File: config.mk
export PLATFORM = sky130hd
export DESIGN_NAME = pwm_duty_ramp_ctrl
export DESIGN_NICKNAME = d
export VERILOG_FILES = /design/src/rtl/pwm_duty_ramp_ctrl.sv
export SDC_FILE = /design/constraint.sdc
export NUM_CORES = 1
export LEC_CHECK = 0
export ABC_AREA = 1
export CAP_MARGIN = 10
export CELL_PAD_IN_SITES_DETAIL_PLACEMENT = 0
export CELL_PAD_IN_SITES_GLOBAL_PLACEMENT = 1
export CORE_MARGIN = 2
export CORE_UTILIZATION = 38
export CTS_CLUSTER_DIAMETER = 80
export DETAILED_ROUTE_END_ITERATION = 10
export PLACE_DENSITY = 0.87
export REMOVE_ABC_BUFFERS = 1
export SYNTH_ARGS = -nofsm -noshare
export SYNTH_HDL_FRONTEND = slang
export SYNTH_SLANG_ARGS = --single-unit
File: constraint.sdc
create_clock -name clk -period 4.2 [get_ports clk]
set_input_delay 0.63 -clock clk [delete_from_list [all_inputs] [get_ports clk]]
set_output_delay 0.63 -clock clk [all_outputs]
set_load 0.01 [all_outputs]
File: src/rtl/pwm_duty_ramp_ctrl.sv
// Duty-cycle ramp controller in front of a PWM generator: buttons and host writes
// share one target, and the applied duty walks toward it only on PWM period boundaries.
module pwm_duty_ramp_ctrl #(
  parameter int DUTY_W       = 4,
  parameter int DUTY_MAX     = 10,
  parameter int DEFAULT_DUTY = 5,
  parameter int RAMP_PERIODS = 2
) (
  input  logic              clk,
  input  logic              rst,
  input  logic              enable,
  input  logic              period_start,
  input  logic              inc_pulse,
  input  logic              dec_pulse,
  input  logic              set_valid,
  input  logic [DUTY_W-1:0] set_duty,
  output logic              set_ready,
  output logic [DUTY_W-1:0] duty,
  output logic [DUTY_W-1:0] target,
  output logic              busy,
  output logic              at_target,
  output logic              clamp_err
);

  localparam int CNT_W = (RAMP_PERIODS > 1) ? $clog2(RAMP_PERIODS) : 1;
  localparam logic [DUTY_W-1:0] MAX  = DUTY_W'(DUTY_MAX);
  localparam logic [DUTY_W-1:0] DFLT = DUTY_W'(DEFAULT_DUTY);
  localparam logic [CNT_W-1:0]  LAST = CNT_W'(RAMP_PERIODS - 1);

  typedef enum logic [2:0] {
    S_OFF  = 3'b001,
    S_IDLE = 3'b010,
    S_RAMP = 3'b100
  } state_t;

  state_t            state, state_nxt;
  logic [DUTY_W-1:0] duty_nxt, target_nxt, step;
  logic [CNT_W-1:0]  cnt, cnt_nxt;
  logic              set_accept, clamp_nxt;
  logic              busy_nxt, at_target_nxt, set_ready_nxt;

  // set_ready is a registered copy of (state != RAMP), so gating on it is exact
  assign set_accept = set_valid && set_ready;
  assign step       = (duty < target) ? duty + 1'b1 : duty - 1'b1;

  // Target register: host write wins over buttons; saturate before +/-1.
  always_comb begin
    target_nxt = target;
    clamp_nxt  = 1'b0;
    if (set_accept) begin
      clamp_nxt  = (set_duty > MAX);
      target_nxt = (set_duty > MAX) ? MAX : set_duty;
    end else if (inc_pulse && !dec_pulse && (target < MAX)) begin
      target_nxt = target + 1'b1;
    end else if (dec_pulse && !inc_pulse && (target != '0)) begin
      target_nxt = target - 1'b1;
    end
  end

  always_ff @(posedge clk) begin
    if (rst) begin
      state     <= S_OFF;
      busy      <= 1'b0;
      at_target <= 1'b0;
      set_ready <= 1'b1;
    end else begin
      state     <= state_nxt;
      busy      <= busy_nxt;
      at_target <= at_target_nxt;
      set_ready <= set_ready_nxt;
    end
  end

  always_comb begin
    state_nxt = state;
    duty_nxt  = duty;
    cnt_nxt   = cnt;
    case (state)
      S_OFF: begin
        duty_nxt = '0;
        if (enable) begin
          state_nxt = (target != '0) ? S_RAMP : S_IDLE;
          cnt_nxt   = '0;
        end
      end
      S_IDLE, S_RAMP: begin
        // A pending shutdown freezes the duty until the period boundary.
        if (!enable) begin
          if (period_start) begin
            duty_nxt  = '0;
            cnt_nxt   = '0;
            state_nxt = S_OFF;
          end
        end else if (state == S_IDLE) begin
          if (target != duty) begin
            state_nxt = S_RAMP;
            cnt_nxt   = '0;
          end
        end else if (target == duty) begin
          state_nxt = S_IDLE;
        end else if (period_start) begin
          if (cnt == LAST) begin
            duty_nxt = step;
            cnt_nxt  = '0;
            if (step == target) state_nxt = S_IDLE;
          end else begin
            cnt_nxt = cnt + 1'b1;
          end
        end
      end
      default: begin
        state_nxt = S_OFF;
        duty_nxt  = '0;
      end
    endcase
  end

  always_comb begin
    busy_nxt      = (state_nxt == S_RAMP);
    at_target_nxt = (state_nxt == S_IDLE);
    set_ready_nxt = (state_nxt != S_RAMP);
  end

  always_ff @(posedge clk) begin
    if (rst) begin
      duty      <= '0;
      target    <= DFLT;
      cnt       <= '0;
      clamp_err <= 1'b0;
    end else begin
      duty      <= duty_nxt;
      target    <= target_nxt;
      cnt       <= cnt_nxt;
      clamp_err <= clamp_nxt;
    end
  end

endmodule

==> out/qor.yml <==
status:
  status: "completed"
critical_path:
  critPathLaunchType: "flop"
  crit_type: "reg2reg"
  timing.rr.end: "set_ready$_SDFF_PP1_"
  cp_max_fo: 7
  critPathCaptureType: "flop"
  cp.arrival_ps: 2890
  r2r-start: "target[1]$_SDFFE_PP0P_"
  reg2reg_depth: 20
  r2r_slack_ps: 1500
  crit_required_ps: 4390
sta:
  finalCriticalPeriod_ps: 2700
  max_slew_margin_pct: 80.7
  final_max_slew_viol_count: 0
  fmax_mhz: 370
  rsz0062_at_grt: "no"
  setup_ws_ps: 1500
  period_share_pct: 64.3
  finalSetupViolCount: 0
  fin_skew_ps: 5.13
  setup_tns_ps: 0
  finalHoldViolCount: 0
  worst_pin_slew_ps: 288
clocking:
  cts.clk_slew.worst_paths_ps: 110
  cts_buffers: 3
  cts_buffer_depth: 2
  cts_tree: "yes"
  insertion_delay_ps: 290
  h-tree-depth: 1
  postCtsHoldBufs: 0
  cts_resized: 0
  post_cts_buffers: 0
  cts-root-buf: "clkbuf_4"
  cts_num_sinks: 16
pwr:
  power_density_nw_per_um2: 309
  pwr-share-seq_pct: 42.0
  vdd_drop_max_mv: 0.270
  intPower_uw: 285
  power_uw: 437
  total_leakage_power_uw: 0.000629
  combPwrFrac_pct: 33.5
  p_sw_uw: 152
  clockPowerShare_pct: 24.5
  swShare_pct: 34.8
place:
  dpl_worst_slack_ps: 1520
  place_congestion: 0.876
  port_buffers: 22
  dpl.hpwl_mm: 2.11
  place_area_um2: 1380
hold_path:
  hp-start: "duty[2]$_SDFFE_PP0P_"
  hold_path_end: "duty[2]$_SDFFE_PP0P_"
  hold_class: "reg2reg"
  holdPathStages: 2
final_layout:
  area_growth_pct: 26.4
  drive_above_1_share_pct: 9.09
  layout_common_cells: "nand2_1 (34), inv_1 (24), clkdlybuf4s50_1 (22)"
  fin_nets: 209
  layout_commonest_cell: "nand2_1"
  final_cell_area_um2: 1410
  postLayoutCoreUtil_pct: 50.8
  num_antenna_cells: 0
grt:
  grt_overflow: 0
  track_usage_pct: 16.0
  antenna_found_initial: 0
  grt_pass1_vias: 968
  grt_max_degree: 10
  grt_pass1_wl_mm: 4.24
floorplan:
  start_util_pct: 40.2
  dieHeight_um: 58.2
  die_area_um2: 3390
  core_um2: 2780
  io_pins: 23
  rows: 19
  die-width_um: 58.2
yosys:
  synth_cells: 161
  synth-edff-count: 0
  synth_warnings: 0
  synth.ff_latch_count: 16
  ys_seq_area_share_pct: 28.7
  synth_cell_type_count: 25
  synth_area_um2: 1120
  synth_area_per_cell_um2: 6.94
  synthFlopType: "dfxtp_1"
  async_flop_share_pct: 0
drt:
  antenna_left: 0
  drtIter0Drc: 43
  drt-total-wl_mm: 2.55
  wl_per_cell_um: 11.7
  vias: 1143
  drc_errors: 0
  first_pass_iters: 4
  vias_per_cell: 5.24
job:
  cap_violations: 0
cells by family after synthesis:
kind of cell	share of synthesized area, %
buffers and inverters	9.07
and+or+nand+nor	32.4
adders and majority gates	12.5
xor gates and xnor gates	3.14
AOI/OAI and AO/OA	14.2
DFF	28.7
cell usage after synthesis (2+ instances only):
cell | count | area, um2
inv_2 | 3 | 11.3
ha_1 | 8 | 100
xor2_1 | 4 | 35.0
nand2_1 | 34 | 128
dfxtp_1 | 16 | 320
nand4_1 | 4 | 25.0
o211ai_1 | 2 | 15.0
nor2_4 | 2 | 22.5
nand3_1 | 15 | 75.1
nor2_2 | 2 | 12.5
nor3_1 | 2 | 10.0
nor2_1 | 10 | 37.5
inv_1 | 24 | 90.1
a21oi_1 | 13 | 65.1
fa_1 | 2 | 40.0
a31oi_1 | 2 | 12.5
o21ai_0 | 8 | 40.0
nand2_2 | 3 | 18.8
worst max-delay path: stages (launching register included):
cell and delay (ps):
dfxtp_1 500, inv_1 110, ha_1 330, nand3_1 120
nor2_2 50, nor2_4 130, inv_2 60, ha_1 330
nand3_1 120, nand3_1 80, nand2_1 60, nand2_1 60
nand2_1 60, nand2_1 90, nand2_1 70, nand3_1 100
nand2_1 60, nand2_1 70, nand2_2 60, nand2_1 100
nand2_1 50
routing by layer:
layer  routed length, um  track usage, %  vias to the layer above
met5                   0               0                        -
met4                  17            3.99                        0
met3                 110            2.90                        2
met2                1200            26.0                       20
met1                1220            22.1                      537
li1                    -               -                      584
final cells by class:
| type | count | area (um2) |
|---|---|---|
| fill | 288 | 1370 |
| multi-input combinational | 118 | 696 |
| sequential | 16 | 320 |
| timing repair buffer | 22 | 220 |
| inverter | 27 | 101 |
| tap | 31 | 38.8 |
| clock buffer | 4 | 36.3 |
power by group through the flow:
stage	logic [uW]	clock network [uW]	registers [uW]
after global placement	145	0	187
after floorplan	90.0	0	188
final	146	107	184
after global routing	165	117	186
after detailed placement	146	0	187
after CTS	147	110	184
worst max-delay path by stage:
stage	end	slack (ps)	cells past startpoint	startpoint
final	set_ready$_SDFF_PP1_	1500	20	target[1]$_SDFFE_PP0P_
after global routing	at_target$_SDFF_PP0_	1210	20	target[1]$_SDFFE_PP0P_
after CTS	set_ready$_SDFF_PP1_	1490	20	target[1]$_SDFFE_PP0P_
after detailed placement	set_ready$_SDFF_PP1_	1520	19	target[1]$_SDFFE_PP0P_
after global placement	set_ready$_SDFF_PP1_	1530	19	target[2]$_SDFFE_PP1P_
after floorplan	at_target$_SDFF_PP0_	1760	15	target[1]$_SDFFE_PP0P_
flip-flops by register name (all words and copies together) (netlist names):
register	cells
busy	1
set_ready	1
at_target	1
state	3
duty	4
cnt	1
clamp_err	1
target	4
stage by stage:
step	hold slack (ps)	std cells
2_1_floorplan	518	161
3_3_place_gp	515	214
3_5_place_dp	509	214
4_1_cts	525	218
5_1_grt	557	218
6_report	526	218
Note: power is estimated with default switching activity, not from simulation.
